$ cat src/rtl/riscv_mem_pkg.sv
// Shared MEM-stage definitions for the load extension and the store write buffer.
// Funct3 and opcode constants, plus the store buffer entry layout.
package riscv_mem_pkg;

    localparam int XLEN  = 32;
    localparam int NLANE = 4;

    localparam logic [6:0] OPCODE_LOAD  = 7'b0000011;
    localparam logic [6:0] OPCODE_STORE = 7'b0100011;

    localparam logic [2:0] F3_SB  = 3'b000;
    localparam logic [2:0] F3_SH  = 3'b001;
    localparam logic [2:0] F3_SW  = 3'b010;
    localparam logic [2:0] F3_LB  = 3'b000;
    localparam logic [2:0] F3_LH  = 3'b001;
    localparam logic [2:0] F3_LW  = 3'b010;
    localparam logic [2:0] F3_LBU = 3'b100;
    localparam logic [2:0] F3_LHU = 3'b101;

    typedef struct packed {
        logic [XLEN-1:0]  waddr;
        logic [XLEN-1:0]  wdata;
        logic [NLANE-1:0] wstrb;
    } swb_entry_t;

endpackage

$ cat src/rtl/store_write_buffer_formatter.sv
// Store formatter: lane-replicates rs2 and builds byte strobes for SB/SH/SW.
// MISALIGN_CHECK_EN adds the misaligned flag output.
module store_formatter
    import riscv_mem_pkg::*;
(
    input  logic [2:0]  i_funct3,
    input  logic [1:0]  i_a,
    input  logic [31:0] i_rs2,
    output logic [31:0] o_data,
    output logic [3:0]  o_strb,
    output logic        o_illegal
`ifdef MISALIGN_CHECK_EN
    ,
    output logic        o_misaligned
`endif
);

    always_comb begin
        o_data    = '0;
        o_strb    = '0;
        o_illegal = 1'b0;
        unique case (1'b1)
            (i_funct3 == F3_SB): begin
                o_data = {4{i_rs2[7:0]}};
                o_strb = 4'b0001 << i_a;
            end
            (i_funct3 == F3_SH): begin
                o_data = {2{i_rs2[15:0]}};
                o_strb = 4'b0011 << {i_a[1], 1'b0};
            end
            (i_funct3 == F3_SW): begin
                o_data = i_rs2;
                o_strb = 4'b1111;
            end
            default: o_illegal = 1'b1;
        endcase
    end

`ifdef MISALIGN_CHECK_EN
    assign o_misaligned = ((i_funct3 == F3_SH) && i_a[0])
                        || ((i_funct3 == F3_SW) && (i_a != 2'b00));
`endif

endmodule

$ cat src/rtl/store_write_buffer.sv
// MEM-stage store write buffer: formats stores, queues them, drains to memory.
// Optional MISALIGN_CHECK_EN adds misaligned_M and drops misaligned stores.
module store_write_buffer
    import riscv_mem_pkg::*;
#(
    parameter int ADDR_WIDTH   = 32,
    parameter int DATA_WIDTH   = 32,
    parameter int DEPTH        = 4,
    parameter int FUNCT3_WIDTH = 3
) (
    input  logic                      clk,
    input  logic                      rst_n,
    input  logic                      store_valid_M,
    input  logic                      load_valid_M,
    input  logic [FUNCT3_WIDTH-1:0]   funct3_M,
    input  logic [ADDR_WIDTH-1:0]     addr_M,
    input  logic [DATA_WIDTH-1:0]     wdata_M,
    output logic                      stall_M,
    output logic                      illegal_store_M,
`ifdef MISALIGN_CHECK_EN
    output logic                      misaligned_M,
`endif
    output logic                      mem_wvalid,
    output logic [ADDR_WIDTH-1:0]     mem_waddr,
    output logic [DATA_WIDTH-1:0]     mem_wdata,
    output logic [3:0]                mem_wstrb,
    input  logic                      mem_wready,
    output logic [$clog2(DEPTH):0]    buf_count,
    output logic                      buf_empty
);

    localparam int PW = $clog2(DEPTH);
    localparam int CW = PW + 1;

    swb_entry_t       r_mem [DEPTH];
    logic [PW-1:0]    r_rd;
    logic [PW-1:0]    r_wr;
    logic [CW-1:0]    r_count;

    logic [31:0]      w_fdata;
    logic [3:0]       w_fstrb;
    logic             w_illegal;
    logic             w_reject;
    logic             w_full;
    logic             w_deq;
    logic             w_enq;
    logic             w_hit;
    swb_entry_t       w_new;

    store_formatter u_fmt (
        .i_funct3     (funct3_M),
        .i_a          (addr_M[1:0]),
        .i_rs2        (wdata_M),
        .o_data       (w_fdata),
        .o_strb       (w_fstrb),
`ifdef MISALIGN_CHECK_EN
        .o_misaligned (w_reject),
`endif
        .o_illegal    (w_illegal)
    );

`ifdef MISALIGN_CHECK_EN
    assign misaligned_M = store_valid_M && w_reject;
`else
    assign w_reject = 1'b0;
`endif

    assign illegal_store_M = store_valid_M && w_illegal;

    assign buf_count  = r_count;
    assign buf_empty  = (r_count == '0);
    assign mem_wvalid = !buf_empty;
    assign mem_waddr  = r_mem[r_rd].waddr;
    assign mem_wdata  = r_mem[r_rd].wdata;
    assign mem_wstrb  = r_mem[r_rd].wstrb;

    assign w_full = (r_count == CW'(DEPTH));
    assign w_deq  = mem_wvalid && mem_wready;

    // A load stalls while any occupied slot holds its word; no forwarding.
    always_comb begin : hazard_scan
        logic [PW-1:0] idx;
        idx   = r_rd;
        w_hit = 1'b0;
        for (int i = 0; i < DEPTH; i++) begin
            idx = r_rd + PW'(i);
            if ((CW'(i) < r_count)
                && (r_mem[idx].waddr[ADDR_WIDTH-1:2]
                    == addr_M[ADDR_WIDTH-1:2])) begin
                w_hit = 1'b1;
            end
        end
    end

    assign stall_M = (store_valid_M && w_full && !w_deq)
                   || (load_valid_M && w_hit);

    assign w_enq = store_valid_M && !stall_M
                 && !w_illegal && !w_reject;

    always_comb begin
        w_new       = '0;
        w_new.waddr = {addr_M[ADDR_WIDTH-1:2], 2'b00};
        w_new.wdata = w_fdata;
        w_new.wstrb = w_fstrb;
    end

    always_ff @(posedge clk or negedge rst_n) begin
        if (!rst_n) begin
            for (int i = 0; i < DEPTH; i++) begin
                r_mem[i] <= '0;
            end
            r_rd    <= '0;
            r_wr    <= '0;
            r_count <= '0;
        end else begin
            if (w_enq) begin
                r_mem[r_wr] <= w_new;
                r_wr        <= r_wr + 1'b1;
            end
            if (w_deq) begin
                r_rd <= r_rd + 1'b1;
            end
            if (w_enq && !w_deq) begin
                r_count <= r_count + 1'b1;
            end else if (!w_enq && w_deq) begin
                r_count <= r_count - 1'b1;
            end
        end
    end

endmodule

$ cat config.mk
export PLATFORM = sky130hd
export DESIGN_NAME = store_write_buffer
export DESIGN_NICKNAME = d
export VERILOG_FILES = /design/src/rtl/riscv_mem_pkg.sv /design/src/rtl/store_write_buffer_formatter.sv /design/src/rtl/store_write_buffer.sv
export SDC_FILE = /design/constraint.sdc
export NUM_CORES = 1
export LEC_CHECK = 0
export BUFFER_PORTS_ARGS = -buffer_cell sky130_fd_sc_hd__buf_2
export CORE_UTILIZATION = 45
export DETAILED_ROUTE_END_ITERATION = 16
export GPL_TIMING_DRIVEN = 0
export PLACE_DENSITY_LB_ADDON = 0.1
export REMOVE_ABC_BUFFERS = 1
export SLEW_MARGIN = 0
export SYNTH_ARGS = -nofsm -noshare
export SYNTH_HDL_FRONTEND = slang
export SYNTH_HIERARCHICAL = 1
export SYNTH_SLANG_ARGS = --single-unit
$ cat constraint.sdc
create_clock -name clk -period 7.4 [get_ports clk]
set_clock_uncertainty 0.15 [all_clocks]
set_input_delay 1.48 -clock clk [delete_from_list [all_inputs] [get_ports clk]]
set_output_delay 1.48 -clock clk [all_outputs]
set_load 0.005 [all_outputs]
# Word level (Yosys, flattened, before mapping)
# Cells that the tools add are included.
# W data, S select, Z words.
op_classes:
  order_cmp: 10
  eq_ne: 7
  reduce_logical: 23
  div_mod_pow: 0
  muxes: 24
  bitwise: 5
  shifts: 2
  addsub: 6
  multipliers: 0
op_table:
  columns: ["op", "n"]
  rows:
  - ["$mux W68", 9]
  - ["$bmux W68 S2", 4]
  - ["$bwmux W272", 1]
  - ["$demux W68 S2", 1]
  - ["$eq A30 B30 Y1", 4]
  - ["$pmux W32 S3", 1]
  - ["$ge A3 B3 Y1 const B", 5]
  - ["$not A2 Y3", 5]
  - ["$logic_and A1 B1 Y1", 14]
  - ["$pmux W4 S3", 1]
  - ["$logic_not A3 Y1", 2]
  - ["$lt A1 B3 Y1 const A", 2]
  - ["$lt A2 B3 Y1 const A", 2]
  - ["$mux W3", 2]
  - ["$mux W1", 5]
  - ["$add A2 B1 Y2 const B", 2]
  - ["$add A2 B2 Y2 const B", 2]
  - ["$logic_not A1 Y1", 4]
  - ["$shl A1 B2 Y4 const A", 1]
  - ["$shl A2 B2 Y4 const A", 1]
  - ["$add A3 B1 Y3 const B", 1]
  - ["$eq A3 B1 Y1 const B", 1]
  - ["$eq A3 B2 Y1 const B", 1]
  - ["$eq A3 B3 Y1 const B", 1]
  - ["other kinds (5)", 5]
word_totals:
  latch_bits: 0
  out_inout_bits: 75
  ramBits: 0
  wordCells: 92
  memories: 0
  rom_bits: 0
  input_bits: 72
  ff_bits: 279

# Logic depth before layout (Yosys ltp)
# Gate-level depths: netlist of run 1.
depth:
  word_depth: 19
  ltp_mapped: 20

# Hierarchy
# The synthesis of run 1 kept the hierarchy.
modules_own_cells:
  columns: ["mod", "area_per_inst_um2", "cells_per_inst", "seq_area_each_um2", "n_inst"]
  rows:
  - ["store_write_buffer", 26874.5, 3035, 6781.5, 1]
  - ["store_formatter", 656.9, 98, 0.0, 1]

# Least setup slack after synthesis of run 1
# No wires, ideal clock.
synth_path:
  path_type: "input -> output"
  start: "input addr_M[27]"
  end: "output stall_M"
  stages: 10
  arrival_ns: 3.560
  n_path_buf: 3
  slack_ns: 2.210
  path_cell_list: "clkbuf_1 inv_1 xnor2_1 a2111oi_0 nand4_1 o41a_1 buf_2 clkbuf_1 nand2_1 a22o_1"
synth_via:
  elab_chain_len: 8
  word_cells_on_any_way: 14
  classes_between: "4 x eq/ne; 4 x mux; 6 x reduce/logical"
synth_rtl:
  columns: ["item", "line_no", "text"]
  rows:
  - ["from (decl)", "store_write_buffer.sv:16", "input logic [ADDR_WIDTH-1:0] addr_M,"]
  - ["$eq A30 B30 Y1", "store_write_buffer.sv:89", "== addr_M[ADDR_WIDTH-1:2])) begin"]
  - ["$logic_and A1 B1 Y1", "store_write_buffer.sv:88", "&& (r_mem[idx].waddr[ADDR_WIDTH-1:2]"]
  - ["$mux W1 (3 in series)", "store_write_buffer.sv:87", "if ((CW'(i) < r_count)"]
  - ["$mux W1 *", "store_write_buffer.sv:87", null]
  - ["$logic_and A1 B1 Y1 *", "store_write_buffer.sv:96", "|| (load_valid_M && w_hit);"]
  - ["$logic_or A1 B1 Y1 *", "store_write_buffer.sv:96", null]
  - ["to (decl)", "store_write_buffer.sv:18", "output logic stall_M,"]
# Mark *: on every way between the ends. The rest lies on a longest branch, timed or not.

# Final worst setup path of run 1
layout_path:
  start: "register r_rd[1]"
  end: "output stall_M"
layout_via:
  elab_chain_len: 12
  word_cells_on_any_way: 33
  classes_between: "3 x add/sub; 4 x eq/ne; 16 x mux; 4 x bitwise; 6 x reduce/logical"
layout_rtl:
  columns: ["item", "line_no", "text"]
  rows:
  - ["from (decl)", "store_write_buffer.sv:36", "logic [PW-1:0] r_rd;"]
  - ["from (signal assigned)", "store_write_buffer.sv:122", "r_rd <= r_rd + 1'b1;"]
  - ["$add A2 B1 Y2 / $not A2 Y3 (equally long branches)", "store_write_buffer.sv:86, store_write_buffer.sv:88", null]
  - ["$not A2 Y3 (implied by the code) / $bmux W68 S2 (equally long branches)", "store_write_buffer.sv:88", null]
  - ["$bmux W68 S2 / $mux W68 (equally long branches)", "store_write_buffer.sv:88", null]
  - ["$mux W68 (implied by the code)", "store_write_buffer.sv:88", null]
  - ["$mux W68 (implied by the code) / $eq A30 B30 Y1 (equally long branches)", "store_write_buffer.sv:88, store_write_buffer.sv:89", null]
  - ["$eq A30 B30 Y1 / $logic_and A1 B1 Y1 (equally long branches)", "store_write_buffer.sv:89, store_write_buffer.sv:88", null]
  - ["$logic_and A1 B1 Y1 / $mux W1 (equally long branches)", "store_write_buffer.sv:88, store_write_buffer.sv:87", null]
  - ["$mux W1 (2 in series)", "store_write_buffer.sv:87", null]
  - ["$mux W1 *", "store_write_buffer.sv:87", null]
  - ["$logic_and A1 B1 Y1 *", "store_write_buffer.sv:96", null]
  - ["$logic_or A1 B1 Y1 *", "store_write_buffer.sv:96", null]
# Mark *: on every way between the ends. The rest lies on a longest branch, timed or not. The select of a mux whose other input is x is not followed.

==> metrics.md, run 1 <==
| Metric | Value |
|---|---|
| Largest net degree at the start of global routing | `143` |
| Worst EP required | `5.77 ns` |
| YS warnings | `6` |
| Met3 routed WL | `7.04 mm` |
| Hold Vio Cnt, Final | `0` |
| Syn_area_per_cell | `8.79 um^2` |
| Top-area cell type share of the netlist area | `0.246` |
| Min Tclk post-route | `7.23 ns` |
| Critical path launch point type | `register` |
| Routed Antenna Nets | `0` |
| Max-Cap Viols | `0` |
| Number of global-route vias before repair | `24603` |
| Post-Route M1 WL | `41.1 mm` |
| Setup violators final | `0` |
| Finished Layout Cells | `3821` |
| Top cells by area, synth | `dfrtp_1 (25%), o211ai_2 (11%), and3_1 (7.9%)` |
| Initial antenna violation count | `4` |
| Static leakage | `0.0112 uW` |
| Least-Margin Pin Slew | `1.03 ns` |
| Status | `completed` |
| Effective utilization at floorplan | `0.456` |
| Worst slew margin | `0.311` |
| Fmax | `138 MHz` |
| Synth area leader | `dfrtp_1` |
| Mapped Cells | `3133` |
| CTS Buf Count | `38` |
| Routed wire per std cell | `24.7 um` |
| Crit path cell chain | `buf_16, buf_12, buf_16, mux2i_1, mux2i_1, xnor2_1, a2111oi_0, nand4_1, o41a_4, buf_12, buf_12, nand2_1, a22o_1, buf_2` |
| Power Density | `302 nW/um^2` |
| I/O pin cnt | `147` |
| IO buf count | `144` |
| Vias per std cell | `6.67` |
| Core box area | `60400 um^2` |
| Dpl hpwl | `59.1 mm` |
| Total gr overflow | `0` |
| Root Driver | `clkbuf_16` |
| Die width | `249 um` |
| Layout cells sized above 1 | `0.217` |
| R2r setup slk | `1.50 ns` |
| CTS tree | `done` |
| Hold crit path type | `register to register` |
| DR DRC count | `0` |
| Cts hold-fix bufs | `0` |
| Most common cell on crit path | `buf_12` |
| GRT Total Usage | `0.296` |
| First-pass GRT wire length | `147 mm` |
| Via count | `25494` |
| Placed Cells incl. Taps | `3756` |
| Routability-driven placement congestion ratio | `0.901` |
| Met2 WL | `43.5 mm` |
| TritonCTS Sinks | `271` |
| #FFs+latches synth | `271` |
| Max Used Layer | `met5` |
| RSZ-0062 raised after global routing | `false` |
| Iteration-0 DRC Markers | `2458` |
| Crit path max fanout | `46` |
| DRT Pass-1 Iters | `9` |
| Fin nets | `3096` |
| Row Count | `90` |
| WS Path Type | `register to output pin` |
| H-tree Lvls | `2` |
| Library cells used by synthesis | `72` |
| FFs w/ async S/R, synth | `1.00` |
| Tot Pwr | `9060 uW` |
| Clk buf depth | `3` |
| Synth Flop Type | `dfrtp_1` |
| Pre-CTS setup slack | `0.321 ns` |
| Die height | `249 um` |
| Synth Cell Area | `27500 um^2` |
| Fin worst setup slack | `0.166 ns` |
| CP arrival | `5.60 ns` |
| Max VDD drop | `255 uV` |
| Routed WL | `94.2 mm` |
| Max Transition Viols Final | `0` |
| P&R area growth vs syn | `9.12%` |
| Worst path max stage delay | `0.78 ns` |
| Post-synth EDFFs | `0` |
| CTS clock-pin slew for the worst setup and hold paths | `0.06 ns` |
| Critical Path Sink Type | `output pin` |
| Die Area | `62200 um^2` |
| Seq/Total Area, Yosys | `0.246` |
| Critical Path Slowest Stage Cell | `o41a_4` |
| Worst skew pair latency | `0.58 ns` |
| Final worst-path cycle share | `0.978` |
==> worst max-delay path: cells and delay by family (launching register included) <==
kind | cells | cell delay [ns]
and+or+nand+nor | 2 | 0.43
DFF | 1 | 0.70
AOI/OAI and AO/OA | 3 | 1.53
xor gates and xnor gates | 1 | 0.16
muxes | 2 | 0.63
buffers and inverters | 6 | 1.46
==> where the power goes <==
group          total [uW]  switching [uW]  internal (uW)
clock                1760             763            997
combinational        4900            2780           2110
sequential           2400             557           1850
total                9060            4100           4960
==> timing repair <==
action,4_1_cts,5_1_grt
gates cloned,0,0
gates resized for setup,1,2
endpoints found under the setup margin,1,1
setup buffers,1,0
==> cell usage in the layout (no fill, tap or decap), types with 65 or more instances in the layout <==
cell type,synthesis,routed
a211oi_1,267,267
and3_1,348,348
buf_2,22,142
dfrtp_1,271,269
mux2i_1,129,128
mux4_2,79,79
nand2_1,357,357
nand3_1,208,208
nor2b_1,279,275
nor3_1,65,65
o211ai_2,250,250
or4_1,65,65
xnor2_1,73,73
==> cell usage after synthesis, types with 9 or more instances <==
| cell type | count |
|---|---|
| a211oi_1 | 267 |
| a21oi_1 | 37 |
| and2_1 | 9 |
| and3_1 | 348 |
| and4b_1 | 50 |
| buf_1 | 18 |
| buf_2 | 22 |
| buf_6 | 47 |
| buf_8 | 13 |
| clkbuf_1 | 273 |
| dfrtp_1 | 271 |
| ha_1 | 9 |
| inv_1 | 14 |
| mux2_2 | 11 |
| mux2i_1 | 129 |
| mux4_2 | 79 |
| nand2_1 | 357 |
| nand3_1 | 208 |
| nand4_1 | 17 |
| nor2_1 | 19 |
| nor2b_1 | 279 |
| nor3_1 | 65 |
| nor4b_1 | 10 |
| o211ai_1 | 18 |
| o211ai_2 | 250 |
| o21ai_0 | 17 |
| o22ai_1 | 18 |
| o22ai_2 | 10 |
| or4_1 | 65 |
| xnor2_1 | 73 |
| xor2_1 | 36 |
==> layer usage <==
| layer | track usage | vias to the layer above |
|---|---|---|
| met5 | 0 | - |
| met4 | 0.0931 | 2 |
| met3 | 0.0444 | 157 |
| met2 | 0.463 | 999 |
| met1 | 0.418 | 12782 |
| li1 | - | 11554 |
==> stage by stage <==
step	hold slack, ns	utilization	instance area (um^2)	TNS, ns
6_report	0.407	0.498	30000	0
3_5_place_dp	0.394	0.479	28900	0
5_1_grt	0.433	0.498	30000	0
2_1_floorplan	0.365	-	25500	-2369.07
4_1_cts	0.410	0.498	30000	0
3_3_place_gp	0.380	0.451	27200	-6308.56
==> cells by family after synthesis <==
logic type               synth area share
adder cells (fa/ha/maj)           0.00409
buffers and inverters              0.0742
AND/OR/NAND/NOR                     0.297
flip-flops                          0.246
XOR/XNOR                           0.0347
multiplexers                        0.117
AO/OA/AOI/OAI                       0.227
other                            0.000136
==> flip-flops by register name, summed over array words and instances (netlist names) <==
signal     count
r_mem        264
r_wr           2
buf_count      3
r_rd           2
==> worst paths after layout <==
path	from	endpoint	cells after the start
hold / removal	r_mem[138]	r_mem[138]	2
setup / recovery	r_rd[1]	stall_M	14
setup reg to reg	r_rd[1]	r_mem[116]	16
max in group asynchronous	rst_n	r_mem[12]	2
hold reg to reg	r_mem[138]	r_mem[138]	2
min in group asynchronous	rst_n	r_mem[179]	1
==> cell type report <==
| class | instances | area, um^2 |
|---|---|---|
| sequential | 271 | 6790 |
| timing repair buffer | 222 | 2270 |
| tap | 782 | 978 |
| fill | 5630 | 30300 |
| clock inverter | 7 | 53.8 |
| clock buffer | 56 | 1070 |
| inverter | 15 | 56.3 |
| antenna | 1 | 2.50 |
| multi-input combinational | 2467 | 18800 |
(Power assumes the default switching activity.)
==> run 2, diff against run 1 <==
SYNTH_HIERARCHICAL = unset   (was 1)
==> run 2 against run 1 <==
Sequential power grew 13%. Via count decreased by 58%. Count of clock-buffer cells in the layout decreased by 17. Worst setup slack improved by 0.36 ns. Routed wire length is 56% lower. Cell area is 38% lower. First-iteration DRC count fell by 74%. Global-route usage is 6.0 points lower. Power is 3.5% lower. Core utilization up 3.5 points.
==> metrics.md, run 2 <==
| Metric | Value |
|---|---|
| Status | `completed` |
| Static leakage | `0.00831 uW (-26%)` |
| Routed WL | `41.4 mm (-56%)` |
| Top cells by area, synth | `dfrtp_1 (42%), mux2_1 (13%), mux2i_1 (10%)` |
| Crit path max fanout | `37 (-20%)` |
| Layout cells sized above 1 | `0.266 (+0.0490)` |
| Row Count | `68 (-24%)` |
| Least-Margin Pin Slew | `1.34 ns (+0.313 ns)` |
| Die Area | `36300 um^2 (-42%)` |
| Worst EP required | `5.77 ns (about the same)` |
| I/O pin cnt | `147 (unchanged)` |
| Seq/Total Area, Yosys | `0.424 (+0.178)` |
| Syn_area_per_cell | `12.4 um^2 (+41%)` |
| CTS clock-pin slew for the worst setup and hold paths | `0.06 ns (about the same)` |
| Post-cts sizing count | `0 (-1)` |
| TritonCTS Sinks | `271 (unchanged)` |
| GRT Total Usage | `0.236 (-0.0602)` |
| Root Driver | `clkbuf_16` |
| Setup Fix Bufs, Post-CTS | `0 (-1)` |
| IO buf count | `144 (unchanged)` |
| Max VDD drop | `248 uV (-2.5%)` |
| Min Tclk post-route | `6.87 ns (-0.365 ns)` |
| Fin nets | `1468 (-53%)` |
| Top-area cell type share of the netlist area | `0.424 (+0.178)` |
| Max-Cap Viols | `0 (unchanged)` |
| Worst Hold Endpoint | `r_mem[99]` |
| Power Density | `473 nW/um^2 (+57%)` |
| Total gr overflow | `0 (unchanged)` |
| Critical Path Sink Type | `output pin` |
| Largest Register | `r_mem` |
| Crit path depth | `11 (-3)` |
| Hold path depth | `1 (-1)` |
| Vias per std cell | `5.74 (-14%)` |
| Hold path start | `r_mem[99]` |
| Final design utilization | `0.533 (+0.0352)` |
| Hold crit path type | `register to register` |
| Largest net degree at the start of global routing | `106 (-26%)` |
| DR DRC count | `0 (unchanged)` |
| Commonest non-fill, non-tap cell in the layout | `dfrtp_1` |
| R2r setup slk | `1.38 ns (-0.12 ns)` |
| YS warnings | `0 (-6)` |
| WS Path Type | `register to output pin` |
| Synth cell count leaders | `dfrtp_1 (271), mux2_1 (185), mux2i_1 (161)` |
| Fmax | `146 MHz (+5.3%)` |
| Die width | `191 um (-24%)` |
| RR Endpoint | `r_mem[213]` |
| P&R area growth vs syn | `15.7%` |
| Clk buf depth | `3 (unchanged)` |
| DRT Pass-1 Iters | `6 (-3)` |
| Post-synth EDFFs | `0 (unchanged)` |
| Synth area leader | `dfrtp_1` |
| Cts hold-fix bufs | `0 (unchanged)` |
| Critical path launch point type | `register` |
| Max reg flops | `264 (unchanged)` |
| H-tree Lvls | `1 (-1)` |
| Most frequent cell after synthesis | `dfrtp_1` |
| First-pass GRT wire length | `66.0 mm (-55%)` |
| FFs w/ async S/R, synth | `1.00 (unchanged)` |
| Via count | `10711 (-58%)` |
| Critical Path Slowest Stage Cell | `a2111oi_0` |
| CTS Buf Count | `31 (-18%)` |
| Synth Flop Type | `dfrtp_1` |
| Final worst-path cycle share | `0.928 (-0.0493)` |
| CTS tree | `done` |
| CP arrival | `5.24 ns (-0.36 ns)` |
| Routed Antenna Nets | `0 (unchanged)` |
| Worst skew pair latency | `0.58 ns (about the same)` |
| Iteration-0 DRC Markers | `648 (-74%)` |
| Routability-driven placement congestion ratio | `0.891 (-1.1%)` |
| Setup violators final | `0 (unchanged)` |
| Most frequent cells in the layout | `dfrtp_1 (269), mux2_1 (185), mux2i_1 (161), buf_2 (143), mux2_2 (90)` |
| Tot Pwr | `8740 uW (-3.5%)` |
| Dpl hpwl | `29.6 mm (-50%)` |
| Worst slew margin | `0.102 (-0.209)` |
| Routed wire per std cell | `22.2 um (-10%)` |
| Effective utilization at floorplan | `0.461 (+0.00454)` |
| RSZ-0062 raised after global routing | `false` |
| Worst Path Buf+Inv | `3 (-3)` |
| Worst path max stage delay | `0.89 ns (+0.11 ns)` |
| Synth Cell Area | `16000 um^2 (-42%)` |
| Hold Vio Cnt, Final | `0 (unchanged)` |
| Initial antenna violation count | `2 (-2)` |
| Number of global-route vias before repair | `11032 (-55%)` |
| #FFs+latches synth | `271 (unchanged)` |
| Die height | `191 um (-24%)` |
| Library cells used by synthesis | `51 (-29%)` |
| # diodes | `0 (-1)` |
| Reg2Reg Launch Point | `r_rd[1]` |
| Mapped Cells | `1289 (-59%)` |
| Max Transition Viols Final | `0 (unchanged)` |
| Worst Reg-to-Reg Cells | `16 (unchanged)` |
| Top Family by Delay on Critical Path | `buffers and inverters` |
| Crit path cell chain | `clkinv_2, buf_12, mux2i_1, xor2_1, a2111oi_0, o2111ai_1, nor4_1, or4_1, nand2_1, o31ai_1, buf_2` |
| Core box area | `34700 um^2 (-42%)` |
==> run 2: metal layers <==
layer / global-route usage / routed length [um]
met1: 0.321 / 18700
met2: 0.387 / 19600
met3: 0.0431 / 1960
met4: 0.0600 / 1100
met5: 0 / 22
==> run 2: worst max path at each step <==
| stage | startpoint | endpoint | slack (ns) |
|---|---|---|---|
| floorplan | r_rd[0] | r_mem[10] | -3.17 |
| global placement | r_rd[0] | r_mem[20] | -9.52 |
| detailed placement | r_rd[0] | stall_M | 0.70 |
| CTS | r_rd[0] | stall_M | 0.06 |
| global route | r_rd[0] | stall_M | 0.26 |
| finish | r_rd[0] | stall_M | 0.53 |
==> run 2: power breakdown <==
| part | internal (uW) | total (uW) | switching (uW) |
|---|---|---|---|
| clock | 1110 | 1760 | 652 |
| combinational | 2100 | 4280 | 2180 |
| sequential | 2190 | 2700 | 519 |
==> run 2: metrics by stage <==
| step | cells | hold slack (ns) | instance area, um^2 | setup WS, ns | setup TNS, ns |
|---|---|---|---|---|---|
| after floorplan | 1181 | 0.302 | 15400 | -3.17 | -827.24 |
| after global placement | 1780 | 0.311 | 16600 | -9.52 | -2749.27 |
| after detailed placement | 1808 | 0.321 | 17300 | 0.698 | 0 |
| after CTS | 1866 | 0.335 | 18500 | 0.0634 | 0 |
| after global routing | 1867 | 0.350 | 18500 | 0.260 | 0 |
| final | 1867 | 0.332 | 18500 | 0.530 | 0 |
==> run 2: final cells by class <==
| class | instances | area (um^2) |
|---|---|---|
| Fill cell | 3041 | 16200 |
| Multi-Input combinational cell | 895 | 8550 |
| Sequential cell | 271 | 6790 |
| Timing Repair Buffer | 173 | 1350 |
| Clock buffer | 39 | 866 |
| Tap cell | 455 | 569 |
| Clock inverter | 19 | 322 |
| Inverter | 15 | 57.6 |
==> run 2: kinds of logic after synthesis <==
logic type,share of synthesized area
compound gates,0.0576
xor+xnor,0.0630
fa+ha+maj,0.00704
buf+inv,0.0435
flops,0.424
mux,0.361
other cells,0.000234
simple gates,0.0437
==> run 2: worst register-to-register path, delay by kind of cell (launching register included) <==
kind	cells	cell delay, ns
and+or+nand+nor	4	1.15
muxes	2	0.92
DFF	1	0.69
buffers and inverters	7	1.82
xor gates and xnor gates	1	0.19
AOI/OAI and AO/OA	2	1.00
==> run 3, diff against run 2 <==
GPL_TIMING_DRIVEN = 1   (was 0)
SETUP_SLACK_MARGIN = 0.2   (was unset)
==> run 3 against run 2 <==
Sequential share of layout area increased by 1.0 points. Worst setup slack improved by 0.54 ns. Clock power decreased by 9.7%. Sequential power increased by 1%. Non-clock buffer count decreased by 8. Critical path type unchanged. Largest power group unchanged.
==> metrics.md, run 3 (synthesis results as in run 2) <==
| Metric | Value |
|---|---|
| Status | `completed` |
| Critical Path Sink Type | `output pin` |
| Most frequent cells in the layout | `dfrtp_1 (269), mux2_1 (185), mux2i_1 (161), buf_2 (143), mux2_2 (90)` |
| GRT Total Usage | `0.237 (+0.00101)` |
| Core box area | `34700 um^2 (unchanged)` |
| RSZ-0062 raised after global routing | `false` |
| Root Driver | `clkbuf_16` |
| CTS clock-pin slew for the worst setup and hold paths | `0.06 ns (about the same)` |
| Pre-CTS setup slack | `1.66 ns (+0.964 ns)` |
| Post-cts sizing count | `0 (unchanged)` |
| Die height | `191 um (unchanged)` |
| Final instance area | `18000 um^2 (-2.7%)` |
| Crit path max fanout | `57 (+54%)` |
| P&R area growth vs syn | `12.5%` |
| Multi-input combinational cell area | `8550 um^2 (unchanged)` |
| Die width | `191 um (unchanged)` |
| Dpl hpwl | `28.2 mm (-4.5%)` |
| Worst EP required | `5.77 ns (about the same)` |
| Least-Margin Pin Slew | `1.05 ns (-0.298 ns)` |
| Routed Antenna Nets | `0 (unchanged)` |
| DRT Pass-1 Iters | `5 (-1)` |
| Commonest non-fill, non-tap cell in the layout | `dfrtp_1` |
| I/O pin cnt | `147 (unchanged)` |
| TritonCTS Sinks | `271 (unchanged)` |
| Vias per std cell | `5.76 (+0.32%)` |
| Worst slew margin | `0.300 (+0.198)` |
| Row Count | `68 (unchanged)` |
| Hold Vio Cnt, Final | `0 (unchanged)` |
| WS Path Type | `register to output pin` |
| CP arrival | `4.70 ns (-0.54 ns)` |
| Cts hold-fix bufs | `0 (unchanged)` |
| Hold crit path type | `register to register` |
| Total gr overflow | `0 (unchanged)` |
| Final worst-path cycle share | `0.856 (-0.0725)` |
| Largest Register | `r_mem` |
| Cell Area, Placed | `16900 um^2 (-2.0%)` |
| Via count | `10693 (-0.17%)` |
| Initial antenna violation count | `3 (+1)` |
| CTS tree | `done` |
| Max reg flops | `264 (unchanged)` |
| First-pass GRT wire length | `66.1 mm (about the same)` |
| Largest net degree at the start of global routing | `113 (+6.6%)` |
| Routability-driven placement congestion ratio | `0.946 (+6.1%)` |
| Die Area | `36300 um^2 (unchanged)` |
| Max VDD drop | `221 uV (-11%)` |
| Hold path depth | `1 (unchanged)` |
| IO buf count | `144 (unchanged)` |
| Layout cells sized above 1 | `0.259 (-0.00685)` |
| Fin worst setup slack | `1.07 ns (+0.536 ns)` |
| Critical path launch point type | `register` |
| Final TNS setup | `0 ns (unchanged)` |
| Placed Cells incl. Taps | `1801 (-0.39%)` |
| Setup violators final | `0 (unchanged)` |
| Clk buf depth | `3 (unchanged)` |
| Routed wire per std cell | `22.6 um (+2.1%)` |
| Total area of sequential cells | `6790 um^2 (unchanged)` |
| DR DRC count | `0 (unchanged)` |
| Final design utilization | `0.518 (-0.0145)` |
| # diodes | `0 (unchanged)` |
| Fmax | `158 MHz (+8.5%)` |
| Iteration-0 DRC Markers | `750 (+16%)` |
| Power Density | `475 nW/um^2 (+0.46%)` |
| Max-Cap Viols | `0 (unchanged)` |
| Finished Layout Cells | `1858 (-0.48%)` |
| H-tree Lvls | `1 (unchanged)` |
| CTS Buf Count | `31 (unchanged)` |
| Fin nets | `1460 (-0.54%)` |
| Routed WL | `42.1 mm (+1.6%)` |
| Max Transition Viols Final | `0 (unchanged)` |
| Setup Fix Bufs, Post-CTS | `0 (unchanged)` |
| Min Tclk post-route | `6.33 ns (-0.536 ns)` |
| Fill cell count | `3044 (+0.099%)` |
| Worst skew pair latency | `0.59 ns (about the same)` |
| Effective utilization at floorplan | `0.461 (unchanged)` |
| Static leakage | `0.00810 uW (-2.4%)` |
| Worst Reg-to-Reg Cells | `11 (-5)` |
| Number of global-route vias before repair | `11083 (+0.46%)` |
-- run 3: changes by cell type in the layout (fill, tap and decap cells not counted), sizes merged --
cell / delta
buf: -8
bufinv: -5
clkinv: +1
clkbuf: +4
clkinvlp: -1
-- run 3: critical path, cell delays in order (launching register included) --
cell,delay (ns)
dfrtp_4,1.02
buf_4,0.32
buf_12,0.20
mux2i_1,0.36
mux2i_1,0.20
xor2_1,0.19
nor4_1,0.50
nand4_1,0.15
nor4_1,0.29
or4_1,0.50
nand2_1,0.10
o31ai_1,0.08
buf_2,0.15
-- run 3: where the power goes --
part	leakage, uW	switching, uW	internal (uW)
Sequential	0.00336	554	2190
Clock	0.000522	649	944
Combinational	0.00422	2170	2040
Total	0.00810	3370	5170
-- run 3: path summary, 6_finish.rpt --
check                             end       start  slack [ns]
max                           stall_M     r_rd[1]        1.07
min                        r_mem[102]  r_mem[102]        0.33
max reg2reg                r_mem[174]     r_rd[1]        1.89
min reg2reg                r_mem[102]  r_mem[102]        0.33
max in group asynchronous   r_mem[69]       rst_n        4.99
min in group asynchronous   r_mem[66]       rst_n        0.71
-- run 3: final cells by class --
type / instances / share of cell area
clock buffer: 43 / 0.0495
tap: 455 / 0.0316
multi-input combinational: 895 / 0.475
timing repair buffer: 165 / 0.0542
inverter: 15 / 0.00320
sequential: 271 / 0.377
clock inverter: 14 / 0.00918
-- run 3: stage by stage --
stage,power (uW),hold slack [ns]
CTS,8620,0.335
floorplan,5720,0.302
global route,9110,0.349
finish,8540,0.331
global placement,6930,0.312
detailed placement,6980,0.321
-- run 3: routing by layer --
layer  share of wire  GRT usage  up-vias  routed length [um]
met5         0.00083          0        -                  35
met4           0.028     0.0665        6                1160
met3           0.053     0.0495       85                2220
met2            0.48      0.387      254               20100
met1            0.44      0.317     5452               18600
li1                -          -     4896                   -
